===== src/rtl/pm_boot_ctrl.sv =====
// Program-memory boot controller: muxes the single PM port between loader writes (1 cycle after accept) and sequencer fetch.
// Loader sees ld_ready only while loading; the CPU stays in sync reset until the image is written and word 0 is presented.
module pm_boot_ctrl #(
  parameter int ADDR_W = 8,
  parameter int DATA_W = 8
) (
  input  logic              clk,
  input  logic              reset,
  input  logic              load_req,
  input  logic              run_req,
  input  logic              ld_valid,
  input  logic [DATA_W-1:0] ld_data,
  input  logic              ld_last,
  output logic              ld_ready,
  input  logic [ADDR_W-1:0] ps_pm_addr,
  output logic [ADDR_W-1:0] pm_addr,
  output logic [DATA_W-1:0] pm_data,
  output logic              pm_we,
  output logic              cpu_sync_reset,
  output logic              busy,
  output logic              done,
  output logic              err,
  output logic [ADDR_W:0]   words_loaded
);

  typedef enum logic [2:0] {
    S_HALT,
    S_LOAD,
    S_REL1,
    S_REL2,
    S_RUN,
    S_ERR
  } state_t;

  state_t            r_state;
  logic [ADDR_W-1:0] r_wr_ptr;
  logic [ADDR_W-1:0] r_wr_addr;
  logic [DATA_W-1:0] r_pm_data;
  logic              r_pm_we;
  logic              r_drain;
  logic              r_done;
  logic              r_err;
  logic [ADDR_W:0]   r_words_loaded;

  logic              w_accept;
  logic              w_ptr_full;
  logic              w_enter_load;
  logic [ADDR_W-1:0] w_pm_addr;

  // An overflow byte drains for one LOAD cycle with ld_ready low, so its write keeps the loader address.
  assign ld_ready     = (r_state == S_LOAD) && !r_drain;
  assign w_accept     = ld_valid && ld_ready;
  assign w_ptr_full   = (r_wr_ptr == {ADDR_W{1'b1}});
  assign w_enter_load = load_req &&
                        ((r_state == S_HALT) || (r_state == S_RUN) || (r_state == S_ERR));

  always_ff @(posedge clk or posedge reset) begin
    if (reset) begin
      r_state        <= S_HALT;
      r_wr_ptr       <= '0;
      r_wr_addr      <= '0;
      r_pm_data      <= '0;
      r_pm_we        <= 1'b0;
      r_drain        <= 1'b0;
      r_done         <= 1'b0;
      r_err          <= 1'b0;
      r_words_loaded <= '0;
    end else begin
      r_done  <= 1'b0;
      r_pm_we <= 1'b0;
      case (r_state)
        S_HALT: begin
          if (load_req) begin
            r_state <= S_LOAD;
          end else if (run_req) begin
            r_state <= S_REL2;
          end
        end
        S_LOAD: begin
          if (w_accept) begin
            r_wr_addr      <= r_wr_ptr;
            r_pm_data      <= ld_data;
            r_pm_we        <= 1'b1;
            r_wr_ptr       <= r_wr_ptr + 1'b1;
            r_words_loaded <= r_words_loaded + 1'b1;
            if (ld_last) begin
              r_state <= S_REL1;
            end else if (w_ptr_full) begin
              r_drain <= 1'b1;
            end
          end else if (r_drain) begin
            r_drain <= 1'b0;
            r_err   <= 1'b1;
            r_state <= S_ERR;
          end
        end
        S_REL1: r_state <= S_REL2;
        S_REL2: begin
          r_state <= S_RUN;
          r_done  <= 1'b1;
        end
        S_RUN, S_ERR: begin
          if (load_req) begin
            r_state <= S_LOAD;
          end
        end
        default: r_state <= S_HALT;
      endcase

      if (w_enter_load) begin
        r_wr_ptr       <= '0;
        r_words_loaded <= '0;
        r_drain        <= 1'b0;
        r_err          <= 1'b0;
      end
    end
  end

  always_comb begin
    w_pm_addr = '0;
    case (r_state)
      S_LOAD, S_REL1: w_pm_addr = r_wr_addr;
      S_REL2, S_RUN:  w_pm_addr = ps_pm_addr;
      default:        w_pm_addr = '0;
    endcase
  end

  assign pm_addr        = w_pm_addr;
  assign pm_data        = r_pm_data;
  assign pm_we          = r_pm_we && ((r_state == S_LOAD) || (r_state == S_REL1));
  assign cpu_sync_reset = (r_state != S_RUN);
  assign busy           = (r_state == S_LOAD) || (r_state == S_REL1) || (r_state == S_REL2);
  assign done           = r_done;
  assign err            = r_err;
  assign words_loaded   = r_words_loaded;

endmodule


===== config.mk =====
export PLATFORM = sky130hd
export DESIGN_NAME = pm_boot_ctrl
export DESIGN_NICKNAME = d
export VERILOG_FILES = /design/src/rtl/pm_boot_ctrl.sv
export SDC_FILE = /design/constraint.sdc
export NUM_CORES = 1
export LEC_CHECK = 0
export CAP_MARGIN = 10
export CORE_AREA = 3 3 75 105
export CTS_CLUSTER_DIAMETER = 80
export DETAILED_ROUTE_END_ITERATION = 6
export DIE_AREA = 0 0 78 108
export PLACE_DENSITY_LB_ADDON = 0.25
export SLEW_MARGIN = 20
export SYNTH_ARGS = -nofsm -noshare
export SYNTH_HDL_FRONTEND = slang
export SYNTH_SLANG_ARGS = --single-unit

===== constraint.sdc =====
create_clock -name clk -period 4.8 [get_ports clk]
set_input_delay 1.2 -clock clk [delete_from_list [all_inputs] [get_ports clk]]
set_output_delay 1.2 -clock clk [all_outputs]
set_load 0.05 [all_outputs]

Word level (Yosys, flattened, before mapping)

Index checks and enable logic that the tools add are counted.

Flip-flop bits (word level): 40
Latch bits: 0
RAM bits: 0
Memory bits (read-only): 0
Input port bits: 22
Output and inout bits: 31
Logic and storage cells: 72
Memories kept: 0

Add/subtract/negate cells: 2
Multipliers: 0
Div/mod/pow operators: 0
Magnitude comparators: 0
Equal/unequal tests: 14
Shifts and indexed selects: 0
Mux-type cells: 26
Bitwise logic cells: 0
Reductions and logical operators: 21

Operators by type and width:

| kind                                                                     | count |
|---|---|
| 9-bit two-way mux                                                        | 3 |
| 8-bit two-way mux                                                        | 3 |
| 3-bit two-way mux                                                        | 6 |
| 8-bit case mux with 2 select lines                                       | 1 |
| 3-bit case mux with 5 select lines                                       | 1 |
| 1-bit two-way mux                                                        | 12 |
| 3-bit inequality test (second input constant)                            | 4 |
| 9-bit by 1-bit adder with 9-bit output (second input constant)           | 1 |
| 8-bit by 1-bit adder with 8-bit output (second input constant)           | 1 |
| 8-bit equality test (second input constant)                              | 1 |
| 3-bit by 2-bit equality test with 1-bit output (second input constant)   | 2 |
| 3-bit equality test (second input constant)                              | 2 |
| 3-bit AND reduction                                                      | 2 |
| 2-bit nonzero test                                                       | 3 |
| 2-bit OR reduction                                                       | 3 |
| 1-bit logical AND                                                        | 4 |
| 1-bit logical OR                                                         | 4 |
| 2-bit AND reduction                                                      | 2 |
| 4-bit AND reduction                                                      | 1 |
| 3-bit by 1-bit equality test with 1-bit output (second input constant)   | 1 |
| 3-bit zero test                                                          | 1 |
| 3-bit by 1-bit inequality test with 1-bit output (second input constant) | 1 |
| 3-bit by 2-bit inequality test with 1-bit output (second input constant) | 1 |
| 2-bit by 1-bit inequality test with 1-bit output (second input constant) | 1 |
| 2 further kinds                                                          | 2 |

Longest topological paths before layout

Gate-level depths: netlist of the first run.

Depth in word-level cells: 6
Depth in mapped cells: 5
Gate-level depth less buffers: 4

Worst setup path before layout of the first run

No wires, ideal clock.

Kind: input port to output port
From: input ps_pm_addr[6]
To: output pm_addr[6]
Arrival: 2.478 ns
Required time: 3.600 ns
Setup slack: 1.122 ns
Cell stages on the path: 3
Buffers on the path: 0
Path through: mux2_2 a22oi_1 o21ai_0

Word-level cells in the longest chain between the ends: 1

Ends and longest elaborated chain:

| item                               | RTL line | text |
|---|---|---|
| start: declaration                 | 15       | `input logic [ADDR_W-1:0] ps_pm_addr,` |
| 8-bit case mux with 2 select lines | 121      | `case (r_state)` |
| end: declaration                   | 16       | `output logic [ADDR_W-1:0] pm_addr,` |

No other way between the ends.

Final worst setup path of the first run

From: input ps_pm_addr[5]
To: output pm_addr[5]

The elaborated chain is that of the path after synthesis.

==> impl_metrics.env, run 1 <==
export IMPL_crit_family="buffers and inverters"
export IMPL_drtIter0Drc=104
export IMPL_io_pins=53
export IMPL_synth_cell_type_count=35
export IMPL_power_total_mw=1.70
export IMPL_antenna_found_initial=0
export IMPL_ir_drop_uv=336
export IMPL_ys_warn_count=0
export IMPL_layout_nets=281
export IMPL_cp_common_cell="clkdlybuf4s50_1"
export IMPL_overflow=0
export IMPL_routedWlPerCell_um=14.1
export IMPL_combPwrFrac=0.521
export IMPL_die_area_mm2=0.00842
export IMPL_relSlewSlack=0.413
export IMPL_rsz0062_at_grt="no"
export IMPL_ff2ff_path_depth=4
export IMPL_ys_seq_elements=40
export IMPL_grtUsageTotal=0.121
export IMPL_place_gp_congestion=0.704
export IMPL_p_int_uw=925
export IMPL_r2r_end="pm_data[7]"
export IMPL_dp_hpwl_mm=3.48
export IMPL_cp_arrival_ns=2.88
export IMPL_grt_pass1_vias=1725
export IMPL_hold_violations=0
export IMPL_grt_max_degree=32
export IMPL_clock_skew_ns=0.0102
export IMPL_die_x_um=78
export IMPL_drcViolationCount=0
export IMPL_syn2layout_area_growth_pct=36.0
export IMPL_synthesis_nets=230
export IMPL_finalWirelength_mm=4.95
export IMPL_clkTransAtPathRegs_ns=0.08
export IMPL_worstPathRequired_ns=3.60
export IMPL_design_area_mm2=0.00280
export IMPL_clock_root_buffer="clkbuf_8"
export IMPL_core_area_mm2=0.00703
export IMPL_fmax_ghz=0.245
export IMPL_post_cts_setup_buffers=0
export IMPL_cts_sinks=40
export IMPL_crit_chain="clkdlybuf4s50_1 -> mux2_2 -> a22oi_1 -> o21ai_0 -> clkdlybuf4s50_1"
export IMPL_fp_row_count=36
export IMPL_synth_area_mm2=0.00206
export IMPL_critPathLaunch="ps_pm_addr[5]"
export IMPL_status="completed"
export IMPL_cp_slowest_cell="clkdlybuf4s50_1"
export IMPL_cp_num_cells=5
export IMPL_endpoint="pm_addr[5]"
export IMPL_crit_type="primary input to output port"
export IMPL_place_port_buffers=52
export IMPL_switchingPower_uw=778
export IMPL_vias_per_cell=4.95
export IMPL_antenna_cells=0
export IMPL_grt_first_pass_wirelength_mm=8.26
export IMPL_path_max_fanout=2
export IMPL_regToRegSetupSlack_ns=2.53
export IMPL_cap_violations=0
export IMPL_drive_above_1_share=0.117
export IMPL_swShare=0.457
export IMPL_cts_tree="yes"
export IMPL_numCtsBuffers=5
export IMPL_ctsLongestPathBuffers=2
export IMPL_slowest_delay_ns=0.84
export IMPL_clk_latency_ns=0.29
export IMPL_antenna_left=0
export IMPL_hold_path_class="flip-flop to flip-flop"
export IMPL_tns_ns=0
export IMPL_p_per_area_mw_per_mm2=608
export IMPL_critPathCaptureType="output port"
export IMPL_finalSetupViolCount=0
export IMPL_syn_inst=206
export IMPL_cp_start_kind="primary input"
export IMPL_r2r_start="r_state[0]"
export IMPL_vias=1741
export IMPL_ys_seq_area_frac=0.486
export IMPL_avgSynthCellArea_um2=10.0
export IMPL_post_cts_resized=0
export IMPL_clkPwrFrac=0.188
export IMPL_placed_cell_area_mm2=0.00267
export IMPL_h_tree_depth=2
export IMPL_period_share=0.851
export IMPL_pwr_share_seq=0.291
export IMPL_start_util=0.293
export IMPL_worstMarginPinSlew_ns=0.877
export IMPL_critPathBufInv=2
export IMPL_drv_slew=0
export IMPL_die_h_um=108
export IMPL_p_leak_nw=1.10
export IMPL_period_minus_slack_ns=4.08
export IMPL_drtPass1Iterations=4
export IMPL_hold_buffers=0
==> how the worst min path moves through the flow <==
stage                              to  cells after the start        start  slack (ns)
after floorplan           r_wr_ptr[5]                      1  r_wr_ptr[5]        0.46
after global placement     pm_data[7]                      1   pm_data[7]        0.47
after detailed placement   pm_data[7]                      1   pm_data[7]        0.49
after CTS                  pm_data[7]                      1   pm_data[7]        0.51
after global routing       pm_data[3]                      1   pm_data[3]        0.52
final                      pm_data[7]                      1   pm_data[7]        0.50
==> flip-flops by register name, summed over array words and instances, names as in the netlist <==
register / count
err: 1
r_drain: 1
words_loaded: 9
r_pm_we: 1
done: 1
r_wr_addr: 8
r_wr_ptr: 8
pm_data: 8
r_state: 3
==> worst reg2reg max path, cell delays in order, from the launching register on <==
cell and delay [ns]:
dfrtp_1 0.62, or4b_4 0.70, inv_2 0.19, nand2_2 0.26
mux2_1 0.40
==> power by group through the flow <==
stage	registers (mW)	clock network [mW]	logic, mW
finish	0.495	0.320	0.888
global route	0.512	0.341	0.949
CTS	0.497	0.329	0.901
detailed placement	0.504	0	0.897
global placement	0.502	0	0.889
floorplan	0.631	0	0.497
==> cell usage in the layout (no fill, tap or decap), types with 7 or more instances in the layout <==
cell type and instances:
o21ai_0 27, or4_1 7, dfrtp_1 40, a22oi_1 8, clkdlybuf4s50_1 52, inv_1 9, o31ai_1 7, nand2_1 14
a21oi_1 15, mux2_2 17, nand3_1 7
==> per-layer routing <==
layer	global-route usage	vias to the layer above	wire length (µm)
met3	0.0242	6	202
met5	0	-	0
li1	-	856	-
met2	0.206	39	2410
met4	0.0375	0	68
met1	0.154	840	2260
==> cells in the mapped netlist <==
cell type / count / share of area
nand3_1: 7 / 0.017
nand4b_1: 1 / 0.0043
a22oi_1: 8 / 0.029
nand2b_1: 2 / 0.0061
a21o_1: 1 / 0.0036
o2bb2ai_1: 1 / 0.0043
clkbuf_1: 9 / 0.016
nor3b_1: 1 / 0.0036
inv_1: 9 / 0.016
nand2_1: 14 / 0.026
or4_1: 7 / 0.026
buf_6: 1 / 0.0055
ha_1: 2 / 0.012
nand2_2: 1 / 0.0030
o21bai_1: 3 / 0.011
nand4_1: 2 / 0.0061
o21ai_0: 27 / 0.066
or4b_4: 1 / 0.0067
buf_2: 1 / 0.0024
o221ai_1: 1 / 0.0043
xor2_1: 1 / 0.0043
a21oi_1: 15 / 0.036
mux2_2: 17 / 0.093
mux2i_1: 5 / 0.024
nor2b_1: 4 / 0.012
o31ai_1: 7 / 0.026
nor3_1: 2 / 0.0049
inv_2: 1 / 0.0018
nor4_1: 3 / 0.0091
or3_1: 4 / 0.012
nor2_1: 5 / 0.0091
dfrtp_1: 40 / 0.49
and2_1: 1 / 0.0030
mux2_1: 1 / 0.0055
and3b_1: 1 / 0.0043
==> stage by stage <==
stage          setup WS [ns]   util  cells  hold slack, ns
2_1_floorplan           1.12      -    206           0.461
3_3_place_gp           0.766  0.380    345           0.474
3_5_place_dp           0.703  0.380    345           0.487
4_1_cts                0.697  0.399    352           0.506
5_1_grt                0.597  0.399    352           0.516
6_report               0.717  0.399    352           0.500
==> area by class of cell <==
type	count	area, µm²
fillers	732	4230
well taps	95	119
clock buffers	5	68.8
flip-flops and latches	40	1000
clock inverters	2	60.1
multi-input cells	145	971
repair buffers	55	543
inverters	10	37.5
==> logic make-up after synthesis <==
logic type,share of synthesized area
compound gates,0.180
simple gates,0.152
flops,0.486
mux,0.123
buf+inv,0.0425
fa+ha+maj,0.0121
xor+xnor,0.00425
Note: power is estimated with default switching activity, not from simulation.
==> inputs of run 2 (changes only) <==
- GPL_TIMING_DRIVEN: default -> 0
- SKIP_CTS_REPAIR_TIMING: default -> 1
==> run 2 against run 1 <==
Via count is 3.3% higher. Sequential share of layout area is 0.18 points higher. Final cell count is 2.3% higher. Setup slack worse by 0.10 ns. Sequential power is 2% lower. Clock power is 34% lower. Routed wire length is 5.0% higher. Register-to-register slack better by 0.18 ns. Combinational power is 6.1% higher. Total power is 4.0% lower. Critical endpoint is now pm_addr[3]. Largest cell class unchanged. Largest power group unchanged. Highest routed layer unchanged.
==> impl_metrics.env, run 2 (synthesis results as in run 1) <==
export IMPL_fp_row_count=36
export IMPL_vias_per_cell=5.00
export IMPL_finalWirelength_mm=5.20
export IMPL_io_pins=53
export IMPL_routedWlPerCell_um=14.4
export IMPL_drtIter0Drc=46
export IMPL_ctsLongestPathBuffers=2
export IMPL_hold_depth=1
export IMPL_overflow=0
export IMPL_regToRegSetupSlack_ns=2.71
export IMPL_largest_register_ffs=9
export IMPL_worstMarginPinSlew_ns=1.03
export IMPL_fmax_ghz=0.239
export IMPL_crit_type="flip-flop to output port"
export IMPL_cts_tree="yes"
export IMPL_dp_hpwl_mm=3.81
export IMPL_mostFrequentLayoutCells="51 x clkdlybuf4s50_1, 40 x dfrtp_1, 27 x o21ai_0"
export IMPL_grt_first_pass_wirelength_mm=8.71
export IMPL_path_max_fanout=10
export IMPL_fin_hold_ws_ns=0.504
export IMPL_dr_wl_met3_um=203
export IMPL_dp_slack_ns=0.757
export IMPL_cp_slowest_cell="nor3b_1"
export IMPL_drtPass1Iterations=4
export IMPL_critPathCaptureType="output port"
export IMPL_clkTransAtPathRegs_ns=0.08
export IMPL_drv_slew=0
export IMPL_place_port_buffers=51
export IMPL_r2r_start="r_state[2]"
export IMPL_ir_drop_uv=351
export IMPL_numCtsBuffers=5
export IMPL_clock_skew_ns=0.00761
export IMPL_p_leak_nw=1.09
export IMPL_clk_latency_ns=0.29
export IMPL_hold_path_endpoint="pm_data[7]"
export IMPL_syn2layout_area_growth_pct=35.3
export IMPL_final_common_cell="clkdlybuf4s50_1"
export IMPL_grtUsageTotal=0.127
export IMPL_place_gp_congestion=0.720
export IMPL_ff2ff_path_depth=5
export IMPL_cap_violations=0
export IMPL_clock_root_buffer="clkbuf_8"
export IMPL_hold_path_class="flip-flop to flip-flop"
export IMPL_drive_above_1_share=0.113
export IMPL_die_area_mm2=0.00842
export IMPL_worstPathRequired_ns=3.60
export IMPL_setup_slack_ns=0.616
export IMPL_start_util=0.293
export IMPL_grt_max_degree=29
export IMPL_dr_wl_met2_mm=2.64
export IMPL_cts_sinks=40
export IMPL_grt_pass1_vias=1821
export IMPL_cp_arrival_ns=2.98
export IMPL_layout_nets=289
export IMPL_wl_met1_mm=2.29
export IMPL_r2r_end="pm_data[7]"
export IMPL_die_x_um=78
export IMPL_tns_ns=0
export IMPL_rsz0062_at_grt="no"
export IMPL_antenna_found_initial=0
export IMPL_dr_max_layer_used="met4"
export IMPL_relSlewSlack=0.314
export IMPL_status="completed"
export IMPL_period_minus_slack_ns=4.18
export IMPL_cp_start_kind="flip-flop"
export IMPL_drcViolationCount=0
export IMPL_antenna_cells=0
export IMPL_vias=1799
export IMPL_crit_chain="clkbuf_1 -> nor3b_1 -> nand2_1 -> o21ai_0 -> clkdlybuf4s50_1"
export IMPL_hold_violations=0
export IMPL_p_per_area_mw_per_mm2=587
export IMPL_slowest_delay_ns=0.89
export IMPL_core_area_mm2=0.00703
export IMPL_h_tree_depth=2
export IMPL_antenna_left=0
export IMPL_die_h_um=108
export IMPL_finalSetupViolCount=0
export IMPL_hold_start="pm_data[7]"
export IMPL_period_share=0.872
run 2: cell type report:
type | count | area (µm²)
Buffer | 11 | 50.0
Clock buffer | 6 | 72.6
Clock inverter | 1 | 5.00
Fill cell | 729 | 4240
Inverter | 10 | 37.5
Multi-Input combinational cell | 145 | 971
Sequential cell | 40 | 1000
Tap cell | 95 | 119
Timing Repair Buffer | 52 | 531
run 2: worst max-delay path: cells and delay by family, from the launching register on:
family | cells | cell delay, ns
AOI/OAI and AO/OA | 1 | 0.14
buffers and inverters | 2 | 1.10
DFF | 1 | 0.47
and+or+nand+nor | 2 | 0.98
run 2: how the worst max path moves through the flow:
stage                        from         end  cells after the start
floorplan           ps_pm_addr[6]  pm_addr[6]                      3
detailed placement  ps_pm_addr[4]  pm_addr[4]                      5
finish                 r_state[0]  pm_addr[3]                      5
CTS                    r_state[0]  pm_addr[3]                      5
global route           r_state[0]  pm_addr[4]                      5
global placement    ps_pm_addr[5]  pm_addr[5]                      5
run 2: power breakdown:
group	switching, mW	total, mW	internal (mW)
logic	0.615	0.942	0.327
clock network	0.111	0.210	0.0989
registers	0.0686	0.483	0.415
total	0.795	1.64	0.840
run 2: routing by layer:
layer	vias up	GRT usage
met1	874	0.160
met4	0	0.0300
met3	6	0.0275
met2	43	0.222
met5	-	0
li1	876	-
run 2: stage by stage:
stage | std cells | cell area (µm²) | total power [mW] | utilization
after global routing | 360 | 2790 | 1.74 | 0.397
after floorplan | 206 | 2060 | 1.13 | -
after detailed placement | 353 | 2710 | 1.44 | 0.386
after CTS | 360 | 2790 | 1.66 | 0.397
final | 360 | 2790 | 1.64 | 0.397
after global placement | 352 | 2690 | 1.43 | 0.383
==> inputs of run 3 (changes only) <==
- CAP_MARGIN: 10 -> 0
- CORE_AREA: 3 3 75 105 -> 2 2 74 104
- DIE_AREA: 0 0 78 108 -> 0 0 76 106
==> run 3 against run 2 <==
Sequential share of layout area is essentially flat. Highest routed layer unchanged. Non-clock buffer count did not move. Final cell count increased by 0.56%. Clock power barely moved. Worst hold slack better by 0.0026 ns.
==> impl_metrics.env, run 3 (synthesis results as in run 1) <==
export IMPL_status="completed"
export IMPL_hold_depth=1
export IMPL_crit_chain="clkbuf_1 -> nor3b_1 -> nand2_1 -> o21ai_0 -> clkdlybuf4s50_1"
export IMPL_place_port_buffers=51
export IMPL_slowest_delay_ns=0.87
export IMPL_vias_per_cell=4.95
export IMPL_clk_latency_ns=0.28
export IMPL_crit_family="buffers and inverters"
export IMPL_p_per_area_mw_per_mm2=584
export IMPL_p_leak_nw=1.09
export IMPL_die_x_um=76
export IMPL_io_pins=53
export IMPL_fp_row_count=37
export IMPL_cp_start_kind="flip-flop"
export IMPL_vias=1791
export IMPL_antenna_found_initial=0
export IMPL_die_area_mm2=0.00806
export IMPL_finalWirelength_mm=5.02
export IMPL_dp_hpwl_mm=3.70
export IMPL_hold_path_class="flip-flop to flip-flop"
export IMPL_drtPass1Iterations=5
export IMPL_numCtsBuffers=5
export IMPL_hold_violations=0
export IMPL_clock_root_buffer="clkbuf_8"
export IMPL_tns_ns=0
export IMPL_cp_slowest_cell="nor3b_1"
export IMPL_mostFrequentLayoutCells="51 x clkdlybuf4s50_1, 40 x dfrtp_1, 27 x o21ai_0"
export IMPL_ctsLongestPathBuffers=2
export IMPL_regToRegSetupSlack_ns=2.71
export IMPL_relSlewSlack=0.326
export IMPL_clock_skew_ns=0.00572
export IMPL_worstMarginPinSlew_ns=1.01
export IMPL_cts_tree="yes"
export IMPL_die_h_um=106
export IMPL_layout_cells_non_filler=362
export IMPL_critPathBufInv=2
export IMPL_finalSetupViolCount=0
export IMPL_period_share=0.860
export IMPL_overflow=0
export IMPL_h_tree_depth=2
export IMPL_place_inst=355
export IMPL_hold_path_endpoint="pm_data[1]"
export IMPL_ir_drop_uv=345
export IMPL_cts_sinks=40
export IMPL_syn2layout_area_growth_pct=35.4
export IMPL_final_common_cell="clkdlybuf4s50_1"
export IMPL_clkTransAtPathRegs_ns=0.07
export IMPL_fin_hold_ws_ns=0.507
export IMPL_grt_first_pass_wirelength_mm=8.65
export IMPL_r2r_start="r_state[2]"
export IMPL_critPathCaptureType="output port"
export IMPL_drcViolationCount=0
export IMPL_drv_slew=0
export IMPL_cp_arrival_ns=2.93
export IMPL_fmax_ghz=0.242
export IMPL_path_max_fanout=10
export IMPL_ff2ff_path_depth=5
export IMPL_core_area_mm2=0.00718
export IMPL_place_gp_congestion=0.737
export IMPL_grt_pass1_vias=1790
export IMPL_antenna_cells=0
export IMPL_post_route_util=0.389
export IMPL_fill_cells=755
export IMPL_grtUsageTotal=0.131
export IMPL_crit_type="flip-flop to output port"
export IMPL_drive_above_1_share=0.113
export IMPL_cap_violations=0
export IMPL_routedWlPerCell_um=13.9
export IMPL_drtIter0Drc=109
export IMPL_worstPathRequired_ns=3.60
export IMPL_start_util=0.287
export IMPL_r2r_end="pm_data[7]"
export IMPL_critPathLaunch="r_state[1]"
export IMPL_power_total_mw=1.63
export IMPL_grt_max_degree=25
export IMPL_largest_register_ffs=9
export IMPL_rsz0062_at_grt="no"
export IMPL_period_minus_slack_ns=4.13
export IMPL_hold_start="pm_data[1]"
export IMPL_layout_nets=289
export IMPL_antenna_left=0
-- run 3: per-stage QoR --
| stage | instance area [µm²] | setup WS (ns) |
|---|---|---|
| after floorplan | 2060 | 1.12 |
| after global placement | 2690 | 0.751 |
| after detailed placement | 2710 | 0.750 |
| after CTS | 2790 | 0.634 |
| after global routing | 2790 | 0.438 |
| final | 2790 | 0.672 |
-- run 3: cell type report --
cell class | count | area [µm²] | area share
flip-flops and latches | 40 | 1000 | 0.359
multi-input cells | 145 | 971 | 0.348
plain buffers | 11 | 50.0 | 0.0179
repair buffers | 52 | 531 | 0.190
clock buffers | 6 | 72.6 | 0.0260
well taps | 97 | 121 | 0.0435
clock inverters | 1 | 5.00 | 0.00179
inverters | 10 | 37.5 | 0.0135
-- run 3: worst max-delay path by stage --
stage / end / slack (ns) / cells after the start
5_1_grt: pm_addr[2] / 0.44 / 5
3_5_place_dp: pm_addr[6] / 0.75 / 5
4_1_cts: pm_addr[3] / 0.63 / 5
2_1_floorplan: pm_addr[6] / 1.12 / 3
3_3_place_gp: pm_addr[4] / 0.75 / 5
6_report: pm_addr[2] / 0.67 / 5
-- run 3: where the power goes --
part | internal, mW | switching (mW) | leakage (nW)
logic | 0.326 | 0.613 | 0.515
clock network | 0.0988 | 0.109 | 0.0410
registers | 0.415 | 0.0662 | 0.529
-- run 3: layer usage --
metal  vias to the layer above  routed length, µm  track usage
met5                         -                  0            0
met4                         0                 44       0.0429
met3                         2                148       0.0246
met2                        35               2600        0.237
met1                       883               2230        0.156
li1                        871                  -            -
